### src/rtl/rca_batch_acc.sv
// rca_batch_acc: batch accumulator wrapped around an N-bit ripple-carry adder.
// It sums LEN operands per batch and returns the result through a valid/ready handshake.
// Optional macro RCA_END_AROUND_CARRY_EN enables ones'-complement (end-around carry)
// summing, which adds a FOLD state.

module a_n_rca #(
    parameter int N = 4
) (
    input  logic [N-1:0] a,
    input  logic [N-1:0] b,
    input  logic         c_in,
    output logic [N-1:0] sum,
    output logic         c_out
);
    logic [N:0] c;
    assign c[0] = c_in;
    for (genvar i = 0; i < N; i++) begin : g_fa
        assign sum[i]   = a[i] ^ b[i] ^ c[i];
        assign c[i+1]   = (a[i] & b[i]) | (c[i] & (a[i] ^ b[i]));
    end
    assign c_out = c[N];
endmodule

module rca_batch_acc #(
    parameter int N   = 4,
    parameter int LEN = 4,
    parameter int CW  = 3
) (
    input  logic          clk,
    input  logic          rst_n,
    input  logic          start,
    input  logic          clear,
    input  logic          in_valid,
    output logic          in_ready,
    input  logic [N-1:0]  in_data,
    output logic          out_valid,
    input  logic          out_ready,
    output logic [N-1:0]  out_sum,
    output logic [CW-1:0] out_carries,
    output logic          busy
);
    localparam int BW = (LEN > 1) ? $clog2(LEN) : 1;

`ifdef RCA_END_AROUND_CARRY_EN
    typedef enum logic [1:0] {IDLE = 2'd0, ACC = 2'd1, DONE = 2'd2, FOLD = 2'd3} state_t;
`else
    typedef enum logic [1:0] {IDLE = 2'd0, ACC = 2'd1, DONE = 2'd2} state_t;
`endif

    state_t        state, state_d;
    logic [N-1:0]  acc;
    logic [BW-1:0] beat;
    logic [CW-1:0] carry_cnt;
    logic [N-1:0]  add_b, add_sum;
    logic          add_cin, add_cout;
    logic          xfer, last, restart;

    assign in_ready    = state == ACC;
    assign out_valid   = state == DONE;
    assign busy        = state != IDLE;
    assign out_sum     = acc;
    assign out_carries = carry_cnt;
    assign xfer        = in_valid & in_ready;
    assign last        = beat == BW'(LEN - 1);
    assign restart     = clear | (state == IDLE & start);

`ifdef RCA_END_AROUND_CARRY_EN
    logic cpend;
    logic fold;
    assign fold    = state == FOLD;
    assign add_b   = fold ? '0 : in_data;
    assign add_cin = cpend;
`else
    assign add_b   = in_data;
    assign add_cin = 1'b0;
`endif

    a_n_rca #(.N(N)) u_rca (
        .a     (acc),
        .b     (add_b),
        .c_in  (add_cin),
        .sum   (add_sum),
        .c_out (add_cout)
    );

    // Next-state decode; clear overrides every other condition
    always_comb begin
        state_d = state;
        if (clear)
            state_d = IDLE;
        else
            case (state)
                IDLE:    state_d = start ? ACC : IDLE;
`ifdef RCA_END_AROUND_CARRY_EN
                ACC:     state_d = (xfer && last) ? FOLD : ACC;
                FOLD:    state_d = DONE;
`else
                ACC:     state_d = (xfer && last) ? DONE : ACC;
`endif
                DONE:    state_d = out_ready ? IDLE : DONE;
                default: state_d = IDLE;
            endcase
    end

    // State register
    always_ff @(posedge clk or negedge rst_n)
        if (!rst_n)
            state <= IDLE;
        else
            state <= state_d;

    // Accumulator, beat counter and carry counter; cleared on start or clear
    always_ff @(posedge clk or negedge rst_n)
        if (!rst_n) begin
            acc       <= '0;
            beat      <= '0;
            carry_cnt <= '0;
        end else if (restart) begin
            acc       <= '0;
            beat      <= '0;
            carry_cnt <= '0;
        end else if (xfer) begin
            acc       <= add_sum;
            beat      <= beat + BW'(1);
            carry_cnt <= carry_cnt + CW'(add_cout);
`ifdef RCA_END_AROUND_CARRY_EN
        end else if (fold) begin
            acc       <= add_sum;
            carry_cnt <= carry_cnt + CW'(add_cout);
`endif
        end

`ifdef RCA_END_AROUND_CARRY_EN
    // Pending end-around carry fed back into the next addition
    always_ff @(posedge clk or negedge rst_n)
        if (!rst_n)
            cpend <= 1'b0;
        else if (restart)
            cpend <= 1'b0;
        else if (xfer)
            cpend <= add_cout;
        else if (fold)
            cpend <= 1'b0;
`endif
endmodule

### config.mk
export PLATFORM = sky130hd
export DESIGN_NAME = rca_batch_acc
export DESIGN_NICKNAME = d
export VERILOG_FILES = /design/src/rtl/rca_batch_acc.sv
export SDC_FILE = /design/constraint.sdc
export NUM_CORES = 1
export LEC_CHECK = 0
export ABC_AREA = 1
export CAP_MARGIN = 20
export CORE_AREA = 2 2 39 41
export DETAILED_ROUTE_END_ITERATION = 10
export DIE_AREA = 0 0 41 43
export DONT_BUFFER_PORTS = 1
export GPL_ROUTABILITY_DRIVEN = 1
export MAX_ROUTING_LAYER = met4
export PLACE_DENSITY_LB_ADDON = 0.05
export SYNTH_ARGS = -nofsm -noshare
export SYNTH_HDL_FRONTEND = slang
export SYNTH_SLANG_ARGS = --single-unit
### constraint.sdc
create_clock -name clk -period 3.4 [get_ports clk]
set_input_delay 0.68 -clock clk [delete_from_list [all_inputs] [get_ports clk]]
set_output_delay 0.68 -clock clk [all_outputs]
set_load 0.02 [all_outputs]
### Yosys cells after proc, flatten, opt, wreduce, memory -nomap -nowiden

Cells that the tools add are included.

| word-level totals | value |
|---|---|
| word-level logic and storage cells | 44 |
| register bits after elaboration | 11 |
| output and inout bits | 10 |
| memories kept | 0 |
| bits in latches | 0 |
| bits of input ports | 10 |
| ROM bits | 0 |
| memory bits (writable) | 0 |

| operators by class | value |
|---|---|
| multipliers | 0 |
| shift-type cells | 0 |
| $add $sub $neg | 2 |
| div/mod/pow operators | 0 |
| reductions and logical operators | 4 |
| order comparisons | 0 |
| multiplexer cells | 11 |
| eq/ne operators | 3 |
| bitwise gates (word level) | 20 |

Operators with widths:

| cell | number |
|---|---|
| $mux 2 | 5 |
| $and 1x1->1 | 9 |
| $mux 4 | 2 |
| $xor 1x1->1 | 7 |
| $mux 3 | 2 |
| $pmux 2 s3 | 1 |
| $eq 2x2->1 const B | 2 |
| $or 1x1->1 | 4 |
| $reduce_bool 2->1 | 2 |
| $add 3x1->3 | 1 |
| $add 2x1->2 const B | 1 |
| $eq 2x1->1 const B | 1 |
| $logic_not 2->1 | 1 |
| $logic_and 1x1->1 | 1 |
| $mux 1 | 1 |

### Depth between registers and ports, before layout

Gate-level depths: netlist (run 1).

| depth | value |
|---|---|
| word-level depth | 10 |
| mapped depth | 12 |
| depth with buffers taken out | 12 |

### By module

A second synthesis (run 1) with hierarchy kept.

| second synthesis, totals | value |
|---|---|
| cell total of the unflattened synthesis | 82 |
| area total of the unflattened synthesis | 683.2 sq um |

By module, submodules not included:

| module | cells an instance | instances | area each (sq um) |
|---|---|---|---|
| rca_batch_acc | 68 | 1 | 565.5 |
| a_n_rca | 14 | 1 | 117.6 |

### Least setup slack after synthesis (run 1)

OpenSTA, ideal clock, no wires.

| path | value |
|---|---|
| kind | input port to flip-flop |
| from | in in_data[0] |
| to | reg carry_cnt[1], in the netlist out_carries[1] |
| setup slack | 0.885 ns |
| cell stages on the path | 10 |
| data required time | 3.270 ns |
| library setup time | 0.130 ns |
| arrival | 2.385 ns |
| cell sequence | ha_1 > fa_1 > inv_1 > fa_1 > inv_1 > fa_1 > ha_1 > ha_1 > nand3_1 > a21oi_1 |

| on the way | value |
|---|---|
| cells in the longest elaborated chain, start to end | 10 |

RTL lines:

| what | line | text |
|---|---|---|
| from (decl) | 35 | `input logic [N-1:0] in_data,` |
| $and 1x1->1 (2 in a row) | 19 | `assign c[i+1] = (a[i] & b[i]) \| (c[i] & (a[i] ^ b[i]));` |
| $or 1x1->1 | 19 |  |
| $and 1x1->1 | 19 |  |
| $or 1x1->1 | 19 |  |
| $and 1x1->1 | 19 |  |
| $or 1x1->1 | 19 |  |
| $add 3x1->3 | 125 | `carry_cnt <= carry_cnt + CW'(add_cout);` |
| $mux 3 | 122 | `end else if (xfer) begin` |
| $mux 3 | 118 | `end else if (restart) begin` |
| to (signal assigned) | 125 |  |
| to (decl) | 53 | `logic [CW-1:0] carry_cnt;` |

Every way passes these cells. The select of a mux whose other input is x is not followed.
A chain may end at the register's enable or synchronous reset.

### Worst setup path after layout (run 1)

| path | value |
|---|---|
| from | reg acc[0], in the netlist out_sum[0] |
| to | reg carry_cnt[1], in the netlist out_carries[1] |

| on the way | value |
|---|---|
| cells in the longest elaborated chain, start to end | 10 |

RTL lines:

| what | line | text |
|---|---|---|
| from (decl) | 51 | `logic [N-1:0] acc;` |
| from (signal assigned) | 123 | `acc <= add_sum;` |
| $and 1x1->1 (2 in a row) | 19 |  |
| $or 1x1->1 | 19 |  |
| $and 1x1->1 | 19 |  |
| $or 1x1->1 | 19 |  |
| $and 1x1->1 | 19 |  |
| $or 1x1->1 | 19 |  |
| $add 3x1->3 | 125 |  |
| $mux 3 | 122 |  |
| $mux 3 | 118 |  |

Every way passes these cells. The select of a mux whose other input is x is not followed.

==> metrics.md, run 1 <==
| Metric | Value |
|---|---|
| Status | `finished, final reports clean` |
| Die span in x | `41 µm` |
| Layout area overhead | `4.651%` |
| Gp weighted congestion | `0.6324` |
| Crit. End Element | `flip-flop` |
| Endpoints failing setup | `0` |
| Row cnt | `14` |
| Design Power | `0.2496 mW` |
| Pre-Repair DR Iteration Count | `4` |
| CTS Buf Count | `3` |
| Mapped Avg Cell Area | `8.608 µm²` |
| Largest net degree at the start of global routing | `13` |
| R2R Path End | `out_carries[1]` |
| Total track usage | `16.30%` |
| Max cap viols | `0` |
| Commonest cells after routing, fill and taps aside | `nand2_1 (14), inv_1 (12), dfrtp_1 (11), a21oi_1 (9), nand3_1 (9)` |
| Hold buffers post-CTS | `0` |
| Flops & latches, synth | `11` |
| Syn nets | `92` |
| Final Max Slew Viols | `0` |
| Critical-path cell list | `ha_1 > fa_1 > inv_1 > fa_1 > inv_1 > fa_1 > ha_1 > ha_1 > nand3_1 > a21oi_1` |
| RSZ-0062 raised after global routing | `false` |
| WHS | `0.1065 ns` |
| Vias/cell | `5.215` |
| Core area | `0.001384 mm²` |
| Leading cell type in the layout, fill and taps excluded | `nand2_1` |
| DRT antenna net count | `0` |
| Fin worst setup slack | `0.9246 ns` |
| Power per Cell Area | `369.4 mW/mm²` |
| DP Area | `649.4 µm²` |
| Leakage | `0.3340 nW` |
| DRC errors left | `0` |
| Setup Fix Bufs, Post-CTS | `0` |
| Die height | `43 µm` |
| Syn. warnings | `0` |
| CTS root buf | `clkbuf_4` |
| Worst Path Required | `3.58 ns` |
| Area of the die | `0.001763 mm²` |
| WL/cell | `12.80 µm` |
| Endpoints failing hold | `0` |
| Post-route cell area | `675.6 µm²` |
| Crit Reg-Reg Startpoint | `out_sum[0]` |
| Max stage delay on crit path | `0.47 ns` |
| Period utilization | `72.81%` |
| Clock tree sinks | `11` |
| Netlist Area Pre-Place | `645.6 µm²` |
| Worst R2R Setup Slack | `0.92 ns` |
| Vias | `485` |
| Worst slack, placed | `0.7415 ns` |
| Slowest-stage cell, CP | `dfrtp_1` |
| CP arrival | `2.66 ns` |
| Final WL | `1190 µm` |
| Post-synthesis cell type count | `16` |
| H-tree depth | `1` |
| ANT cells | `0` |
| Clock slew at reported path FFs | `0.07 ns` |
| Clock Path Buffers | `2` |
| Vias in the first global route | `453` |
| Nets | `95` |
| Setup Skew | `0.001802 ns` |
| Hold/Removal Path Class | `primary input to asynchronous set/reset pin` |
| Post-CTS Resized | `0` |
| Critical path type | `flip-flop to flip-flop` |
| Max-slew headroom | `59.49%` |
| Initial Util | `46.65%` |
| Type of origin of the critical path | `flip-flop` |
| Number of antenna violations at the first check in global routing | `0` |
| Clk Latency, worst-skew pair | `0.26 ns` |
| Reg2Reg Depth | `10` |
| Sequential-to-total area share from yosys stat | `42.64%` |
| Critical Path Fanout Max | `3` |
| Max Fclk | `404.0 MHz` |
| Post-Syn Instances | `75` |
| IO Port Bufs | `0` |
| First-pass GRT wire length | `1897 µm` |
| Fraction of layout cells with a size suffix above 1 | `7.792%` |
| Peak VDD IR | `186.0 µV` |
| Setup TNS | `0 ns` |
| Worst Tran Pin Value | `0.6070 ns` |
| Congestion Overflow GR | `0` |
| Initial drt markers | `1` |
| CTS tree | `yes` |
| Filler cells | `156` |
| Fin crit period | `2.475 ns` |
| Ports | `20` |
## layout make-up
class / count / area, µm² / area share, %
multi-input combinational: 49 / 305.3 / 45.19
tap: 16 / 20.02 / 2.963
inverter: 13 / 48.80 / 7.222
clock buffer: 4 / 26.28 / 3.889
sequential: 11 / 275.3 / 40.74
## worst max-delay path, delay by kind of cell (launching register included)
kind                       cells  cell delay (ns)
AOI/OAI and AO/OA              1             0.15
and+or+nand+nor                1             0.07
adders and majority gates      6             1.61
buffers and inverters          2             0.12
DFF                            1             0.47
## per-stage QoR
step                      cells  util, %
after floorplan              75        -
after global placement       89    46.93
after detailed placement     89    46.93
after CTS                    93    48.82
after global routing         93    48.82
final                        93    48.82
## power by group
part / leakage [nW] / switching, mW / internal (mW)
Combinational: 0.167 / 0.0168 / 0.00723
Clock: 0.0150 / 0.0422 / 0.0453
Sequential: 0.152 / 0.00463 / 0.134
Total: 0.334 / 0.0636 / 0.186
## cells by family after synthesis
logic type	synth area share (%)
AOI/OAI and AO/OA	9.108
and+or+nand+nor	21.13
adders and majority gates	17.05
DFF	42.64
buffers and inverters	10.08
## registers in the layout, summed over array words and instances, names as in the netlist
signal       flops
beat             2
out_carries      3
out_sum          4
state            2
## how the worst max path moves through the flow
stage	slack, ns	depth (start not counted)	startpoint	end
final	0.92	10	out_sum[0]	out_carries[1]
after CTS	0.91	10	out_sum[0]	out_carries[1]
after detailed placement	0.74	10	in_data[0]	out_carries[1]
after global routing	0.78	10	out_sum[0]	out_carries[1]
after floorplan	0.89	10	in_data[0]	out_carries[1]
after global placement	0.75	10	in_data[0]	out_carries[1]
## Yosys cell counts
library cell,instances,area [µm²]
dfrtp_1,11,275.3
nor2_2,1,6.260
o21ai_1,1,5.000
nor2_1,5,18.77
nand4_1,1,6.260
buf_6,1,11.26
buf_2,1,5.000
inv_2,1,3.750
a21oi_2,1,8.760
nand3_1,9,45.04
nand2_1,14,52.55
fa_1,3,60.06
nand3b_1,1,7.510
ha_1,4,50.05
inv_1,12,45.04
a21oi_1,9,45.04
## layer usage
layer / vias up / part of all wire, % / track usage (%) / routed length (µm)
li1: 246 / - / - / -
met1: 222 / 50 / 24.14 / 594
met5: - / 0 / - / 0
met2: 15 / 43 / 20.63 / 510
met3: 2 / 6.0 / 3.665 / 71
met4: 0 / 1.1 / 8.000 / 13
Power figures use the tool's default switching activity.
==> run 2: changes to the inputs <==
Clock period 3.4 ns to 2.1 ns, I/O delays scaled along.
==> run 2 against run 1 <==
- the flow now finishes with violations (setup timing)
- first-iteration DRC count grew to 3.0 times the previous value
- non-clock buffer count is 3 higher
- total power is 65% higher
- sequential power is 62% higher
- register-to-register slack worse by 1.1 ns
- utilization is 5.5 points higher
- critical path depth stayed put
- via count is 1.2% higher
- die area stayed put
- global-route usage is 1.2 points higher
- flip-flop and latch count stayed put
- clock power is 60% higher
- critical path type unchanged
==> metrics.md, run 2 (synthesized netlist as in run 1, its figures left out) <==
| Metric | Value |
|---|---|
| Status | `finished with violations (was finished, final reports clean)` |
| Failing checks | `setup timing` |
| Endpoints failing setup | `3 (was 0)` |
| Met1 Use GR | `21.36% (was 24.14%)` |
| RSZ-0062 raised after global routing | `true (was false)` |
| Row cnt | `14 (unchanged)` |
| Fin worst setup slack | `-0.1615 ns (was 0.9246 ns)` |
| Setup Skew | `0.005695 ns (was 0.001802 ns)` |
| Final Max Slew Viols | `0 (unchanged)` |
| WHS | `0.2036 ns (was 0.1065 ns)` |
| Clock slew at reported path FFs | `0.07 ns (about the same)` |
| IO Port Bufs | `0 (unchanged)` |
| Initial drt markers | `3 (was 1)` |
| Vias/cell | `5.115 (was 5.215)` |
| Congestion Overflow GR | `0 (unchanged)` |
| Design Power | `0.4121 mW (was 0.2496 mW)` |
| WL/cell | `12.98 µm (was 12.80 µm)` |
| Clk Latency, worst-skew pair | `0.27 ns (was 0.26 ns)` |
| Total track usage | `17.47% (was 16.30%)` |
| Type of origin of the critical path | `flip-flop (unchanged)` |
| Vias in the first global route | `474 (was 453)` |
| Pre-Repair DR Iteration Count | `2 (was 4)` |
| Grt peak-use layer | `met2 (was met1)` |
| WP buf/inv | `2 (unchanged)` |
| Endpoints failing hold | `0 (unchanged)` |
| Final WL | `1246 µm (was 1190 µm)` |
| Ports | `20 (unchanged)` |
| Max cap viols | `0 (unchanged)` |
| Max stage delay on crit path | `0.43 ns (was 0.47 ns)` |
| Period utilization | `107.7% (was 72.81%)` |
| Number of antenna violations at the first check in global routing | `0 (unchanged)` |
| DRC errors left | `0 (unchanged)` |
| Leakage | `0.3337 nW (was 0.3340 nW)` |
| CTS Buf Count | `3 (unchanged)` |
| Critical path type | `flip-flop to flip-flop (unchanged)` |
| Die span in x | `41 µm (unchanged)` |
| Slowest-stage cell, CP | `dfrtp_2 (was dfrtp_1)` |
| Vias | `491 (was 485)` |
| ANT cells | `0 (unchanged)` |
| Met2 usage | `23.75% (was 20.63%)` |
| Worst Path Required | `2.29 ns (was 3.58 ns)` |
| Fraction of layout cells with a size suffix above 1 | `22.50% (was 7.792%)` |
| Core area | `0.001384 mm² (unchanged)` |
| Clock tree sinks | `11 (unchanged)` |
| Max-slew headroom | `57.49% (was 59.49%)` |
| Crit Reg-Reg Startpoint | `out_sum[0] (unchanged)` |
| Area of the die | `0.001763 mm² (unchanged)` |
| Critical-path cell list | `ha_4 > fa_2 > inv_2 > fa_2 > inv_2 > fa_2 > ha_4 > ha_4 > nand3_2 > a21oi_1 (was ha_1 > fa_1 > inv_1 > fa_1 > inv_1 > fa_1 > ha_1 > ha_1 > nand3_1 > a21oi_1)` |
| Hold/Removal Path Class | `primary input to flip-flop (was primary input to asynchronous set/reset pin)` |
| Worst Tran Pin Value | `0.6370 ns (was 0.6070 ns)` |
| HPWL Detailed | `894.3 µm` |
| Die height | `43 µm (unchanged)` |
| Largest net degree at the start of global routing | `13 (unchanged)` |
| First-pass GRT wire length | `1966 µm (was 1897 µm)` |
| CTS tree | `yes (unchanged)` |
| Crit. End Element | `flip-flop (unchanged)` |
| Fin crit period | `2.262 ns (was 2.475 ns)` |
| CP arrival | `2.45 ns (was 2.66 ns)` |
| Leading cell type in the layout, fill and taps excluded | `nand2_1 (unchanged)` |
| Initial Util | `46.65% (unchanged)` |
| H-tree depth | `1 (unchanged)` |
| Worst setup startpoint | `out_sum[0] (unchanged)` |
| Gp weighted congestion | `0.6846 (was 0.6324)` |
| Commonest cells after routing, fill and taps aside | `nand2_1 (14), inv_1 (10), dfrtp_1 (10), a21oi_1 (9), nand3_1 (8) (was nand2_1 (14), inv_1 (12), dfrtp_1 (11), a21oi_1 (9), nand3_1 (9))` |
| Nets | `98 (was 95)` |
| Layout area overhead | `16.47% (was 4.651%)` |
| Max Fclk | `442.2 MHz (was 404.0 MHz)` |
| DRT antenna net count | `0 (unchanged)` |
| Met3 global-route usage | `9.948% (was 3.665%)` |
| Clock Path Buffers | `2 (unchanged)` |
| Top cell family by delay on the critical path | `adder cells (unchanged)` |
| Setup Fix Bufs, Post-CTS | `0 (unchanged)` |
| Peak VDD IR | `359.9 µV (was 186.0 µV)` |
| Largest register FFs | `4 (unchanged)` |
| Worst hold start | `clear` |
| CTS root buf | `clkbuf_4 (unchanged)` |
| Power per Cell Area | `548.0 mW/mm² (was 369.4 mW/mm²)` |
| Critical Path Fanout Max | `2 (was 3)` |
-- run 2: cell count changes in the layout (fill, tap and decap cells not counted), sizes merged --
cell | before | now
buf | 0 | 2
dlygate4sd3 | 0 | 1
-- run 2: power by group --
part           total, mW  leakage [nW]  switching, mW  internal (mW)
sequential         0.223         0.150        0.00655          0.216
clock              0.140        0.0150         0.0664         0.0735
combinational     0.0494         0.168         0.0338         0.0156
-- run 2: worst reg2reg max path, stage by stage, from the launching register on --
cell	delay, ns
dfrtp_2	0.43
ha_4	0.16
fa_2	0.33
inv_2	0.07
fa_2	0.19
inv_2	0.04
fa_2	0.35
ha_4	0.18
ha_4	0.26
nand3_2	0.05
a21oi_1	0.15
-- run 2: layout make-up --
cell class / count / area [µm²]
clock buffers: 4 / 26.28
multi-input cells: 49 / 355.3
repair buffers: 3 / 25.02
inverters: 13 / 48.80
well taps: 16 / 20.02
fillers: 128 / 631.9
flip-flops and latches: 11 / 276.5
-- run 2: path summary, 6_finish.rpt --
| path | endpoint | slack (ns) | cells past startpoint |
|---|---|---|---|
| worst max register to register | out_carries[1] | -0.16 | 10 |
| worst max-delay path | out_carries[1] | -0.16 | 10 |
| worst min-delay path | state[0] | 0.20 | 1 |
| min in group asynchronous | out_sum[1] | 0.55 | 1 |
| max in group asynchronous | out_sum[0] | 1.19 | 1 |
| worst min register to register | beat[1] | 0.55 | 2 |
-- run 2: repair_timing --
action / 4_1_cts / 5_1_grt
gates resized for setup: 0 / 5
endpoints found under the setup margin: 3 / 3
hold buffers: 1 / 0
hold endpoints to repair: 11 / 0
pin swaps: 0 / 2
-- run 2: per-stage QoR --
stage	std cells	setup slack, ns	TNS (ns)	utilization, %	cell area, µm²
5_1_grt	96	-0.2382	-0.5732	54.34	752.0
6_report	96	-0.1615	-0.3180	54.34	752.0
3_5_place_dp	91	-0.1507	-0.2902	49.73	688.2
3_3_place_gp	91	-0.1279	-0.2630	49.73	688.2
4_1_cts	96	-0.1677	-0.3506	52.35	724.4
2_1_floorplan	75	-0.1076	-0.2026	-	669.4
-- run 2: per-layer routing --
| metal | vias up | wire [µm] |
|---|---|---|
| met4 | 0 | 0 |
| met3 | 0 | 76 |
| met1 | 232 | 531 |
| li1 | 248 | - |
| met2 | 11 | 637 |
| met5 | - | 0 |
==> run 3: changes to the inputs <==
Clock period 2.1 ns to 2.45 ns, I/O delays scaled along.
==> run 3 against run 2 <==
- the run now ends clean
- die area unchanged
- routed wire length is 3.4% lower
- utilization fell by 3.3 points
- setup slack gained 0.30 ns
- global-route usage shrank 0.10 points
- flip-flop and latch count unchanged
- register-to-register slack improved by 0.30 ns
- via count down 1.6%
- first-iteration DRC count is 100% higher
- sequential power down 14%
==> metrics.md, run 3 (synthesized netlist as in run 1, its figures left out) <==
| Metric | Value |
|---|---|
| Max cap viols | `0 (unchanged)` |
| Initial drt markers | `6 (was 3)` |
| Top cell family by delay on the critical path | `adder cells (unchanged)` |
| Vias | `483 (was 491)` |
| Die span in x | `41 µm (unchanged)` |
| Area of the die | `0.001763 mm² (unchanged)` |
| Status | `finished, final reports clean (was finished with violations)` |
| Peak VDD IR | `300.8 µV (was 359.9 µV)` |
| Clock tree sinks | `11 (unchanged)` |
| Clock slew at reported path FFs | `0.07 ns (about the same)` |
| IO Port Bufs | `0 (unchanged)` |
| Crit. End Element | `flip-flop (unchanged)` |
| Worst Path Required | `2.64 ns (was 2.29 ns)` |
| CP arrival | `2.50 ns (was 2.45 ns)` |
| Final WL | `1204 µm (was 1246 µm)` |
| Nets | `98 (unchanged)` |
| Max Fclk | `432.5 MHz (was 442.2 MHz)` |
| Critical-path cell list | `ha_1 > fa_1 > inv_1 > fa_1 > inv_1 > fa_2 > ha_1 > ha_1 > nand3_1 > a21oi_2 (was ha_4 > fa_2 > inv_2 > fa_2 > inv_2 > fa_2 > ha_4 > ha_4 > nand3_2 > a21oi_1)` |
| Design Power | `0.3525 mW (was 0.4121 mW)` |
| Max stage delay on crit path | `0.38 ns (was 0.43 ns)` |
| RSZ-0062 raised after global routing | `false (was true)` |
| DRC errors left | `0 (unchanged)` |
| Type of origin of the critical path | `flip-flop (unchanged)` |
| Slowest-stage cell, CP | `dfrtp_1 (was dfrtp_2)` |
| Initial Util | `46.65% (unchanged)` |
| Layout area overhead | `9.496% (was 16.47%)` |
| Endpoints failing hold | `0 (unchanged)` |
| Leakage | `0.3474 nW (was 0.3337 nW)` |
| Fraction of layout cells with a size suffix above 1 | `12.50% (was 22.50%)` |
| Commonest cells after routing, fill and taps aside | `nand2_1 (14), inv_1 (12), dfrtp_1 (11), nand3_1 (9), a21oi_1 (8) (was nand2_1 (14), inv_1 (10), dfrtp_1 (10), a21oi_1 (9), nand3_1 (8))` |
| WL/cell | `12.54 µm (was 12.98 µm)` |
| Number of antenna violations at the first check in global routing | `0 (unchanged)` |
| First-pass GRT wire length | `1959 µm (was 1966 µm)` |
| WP buf/inv | `2 (unchanged)` |
| Clock Path Buffers | `2 (unchanged)` |
| Vias in the first global route | `480 (was 474)` |
| Max-slew headroom | `59.58% (was 57.49%)` |
| Vias/cell | `5.031 (was 5.115)` |
| WHS | `0.2783 ns (was 0.2036 ns)` |
| Endpoints failing setup | `0 (was 3)` |
| Largest register FFs | `4 (unchanged)` |
| Worst Tran Pin Value | `0.6056 ns (was 0.6370 ns)` |
| Ports | `20 (unchanged)` |
| Largest net degree at the start of global routing | `13 (unchanged)` |
| Setup Fix Bufs, Post-CTS | `0 (unchanged)` |
| Setup Skew | `0.0006949 ns (was 0.005695 ns)` |
| Final Max Slew Viols | `0 (unchanged)` |
| Congestion Overflow GR | `0 (unchanged)` |
| Critical Path Fanout Max | `2 (unchanged)` |
| Leading cell type in the layout, fill and taps excluded | `nand2_1 (unchanged)` |
| Fin crit period | `2.312 ns (was 2.262 ns)` |
| Pre-Repair DR Iteration Count | `4 (was 2)` |
| Critical path type | `flip-flop to flip-flop (unchanged)` |
| DP Area | `664.4 µm² (was 688.2 µm²)` |
| Hold/Removal Path Class | `primary input to flip-flop (unchanged)` |
| Gp weighted congestion | `0.6722 (was 0.6846)` |
| Clk Latency, worst-skew pair | `0.26 ns (was 0.27 ns)` |
| Total track usage | `17.37% (was 17.47%)` |
| CTS tree | `yes (unchanged)` |
| CTS root buf | `clkbuf_4 (unchanged)` |
| H-tree depth | `1 (unchanged)` |
| ANT cells | `0 (unchanged)` |
| CTS Buf Count | `3 (unchanged)` |
| Power per Cell Area | `498.7 mW/mm² (was 548.0 mW/mm²)` |
| HPWL Detailed | `893.5 µm (was 894.3 µm)` |
| Die height | `43 µm (unchanged)` |
| DRT antenna net count | `0 (unchanged)` |
| Period utilization | `94.38% (was 107.7%)` |
| Core area | `0.001384 mm² (unchanged)` |
| CP dominant cell by count | `ha_1` |
| Post-route cell area | `706.9 µm² (was 752.0 µm²)` |
| Row cnt | `14 (unchanged)` |
==> run 3: repair_timing <==
item,CTS,global route
gates resized for setup,0,2
hold endpoints to repair,11,0
hold buffers,1,0
setup endpoints to repair,0,1
==> run 3: final timing paths <==
path / from / endpoint / slack, ns / cells past startpoint
setup / recovery: out_sum[0] / out_carries[1] / 0.14 / 10
max in group asynchronous: rst_n / out_sum[0] / 1.46 / 1
hold reg to reg: beat[1] / beat[1] / 0.54 / 2
setup reg to reg: out_sum[0] / out_carries[1] / 0.14 / 10
hold / removal: clear / state[0] / 0.28 / 1
min in group asynchronous: rst_n / out_carries[2] / 0.64 / 1
==> run 3: metrics by stage <==
| stage | setup slack, ns | setup TNS (ns) | utilization, % | std cells |
|---|---|---|---|---|
| finish | 0.1376 | 0 | 51.09 | 96 |
| global route | 0.02134 | 0 | 51.09 | 96 |
| CTS | 0.09457 | 0 | 50.63 | 96 |
| detailed placement | -0.02127 | -0.02127 | 48.01 | 91 |
| global placement | -0.007377 | -0.007377 | 48.01 | 91 |
| floorplan | 0.1251 | 0 | - | 75 |
==> run 3: layer usage <==
layer  share of wire (%)  vias up  global-route usage, %
met5                   0        -                      -
met4                 1.4        0                  12.00
met3                 7.0        2                  3.665
met2                  39       15                  20.00
met1                  52      219                  26.30
li1                    -      247                      -
==> run 3: cell type report <==
class	count	area (µm²)
clock buffer	4	26.28
tap	16	20.02
sequential	11	275.3
inverter	13	48.80
fill	139	676.9
timing repair buffer	3	25.02
multi-input combinational	49	311.5
==> run 3: power by group <==
| group | switching [mW] | internal [mW] | leakage, nW |
|---|---|---|---|
| registers | 0.00524 | 0.185 | 0.152 |
| logic | 0.0284 | 0.0121 | 0.181 |
| clock network | 0.0586 | 0.0629 | 0.0150 |
| total | 0.0922 | 0.260 | 0.347 |
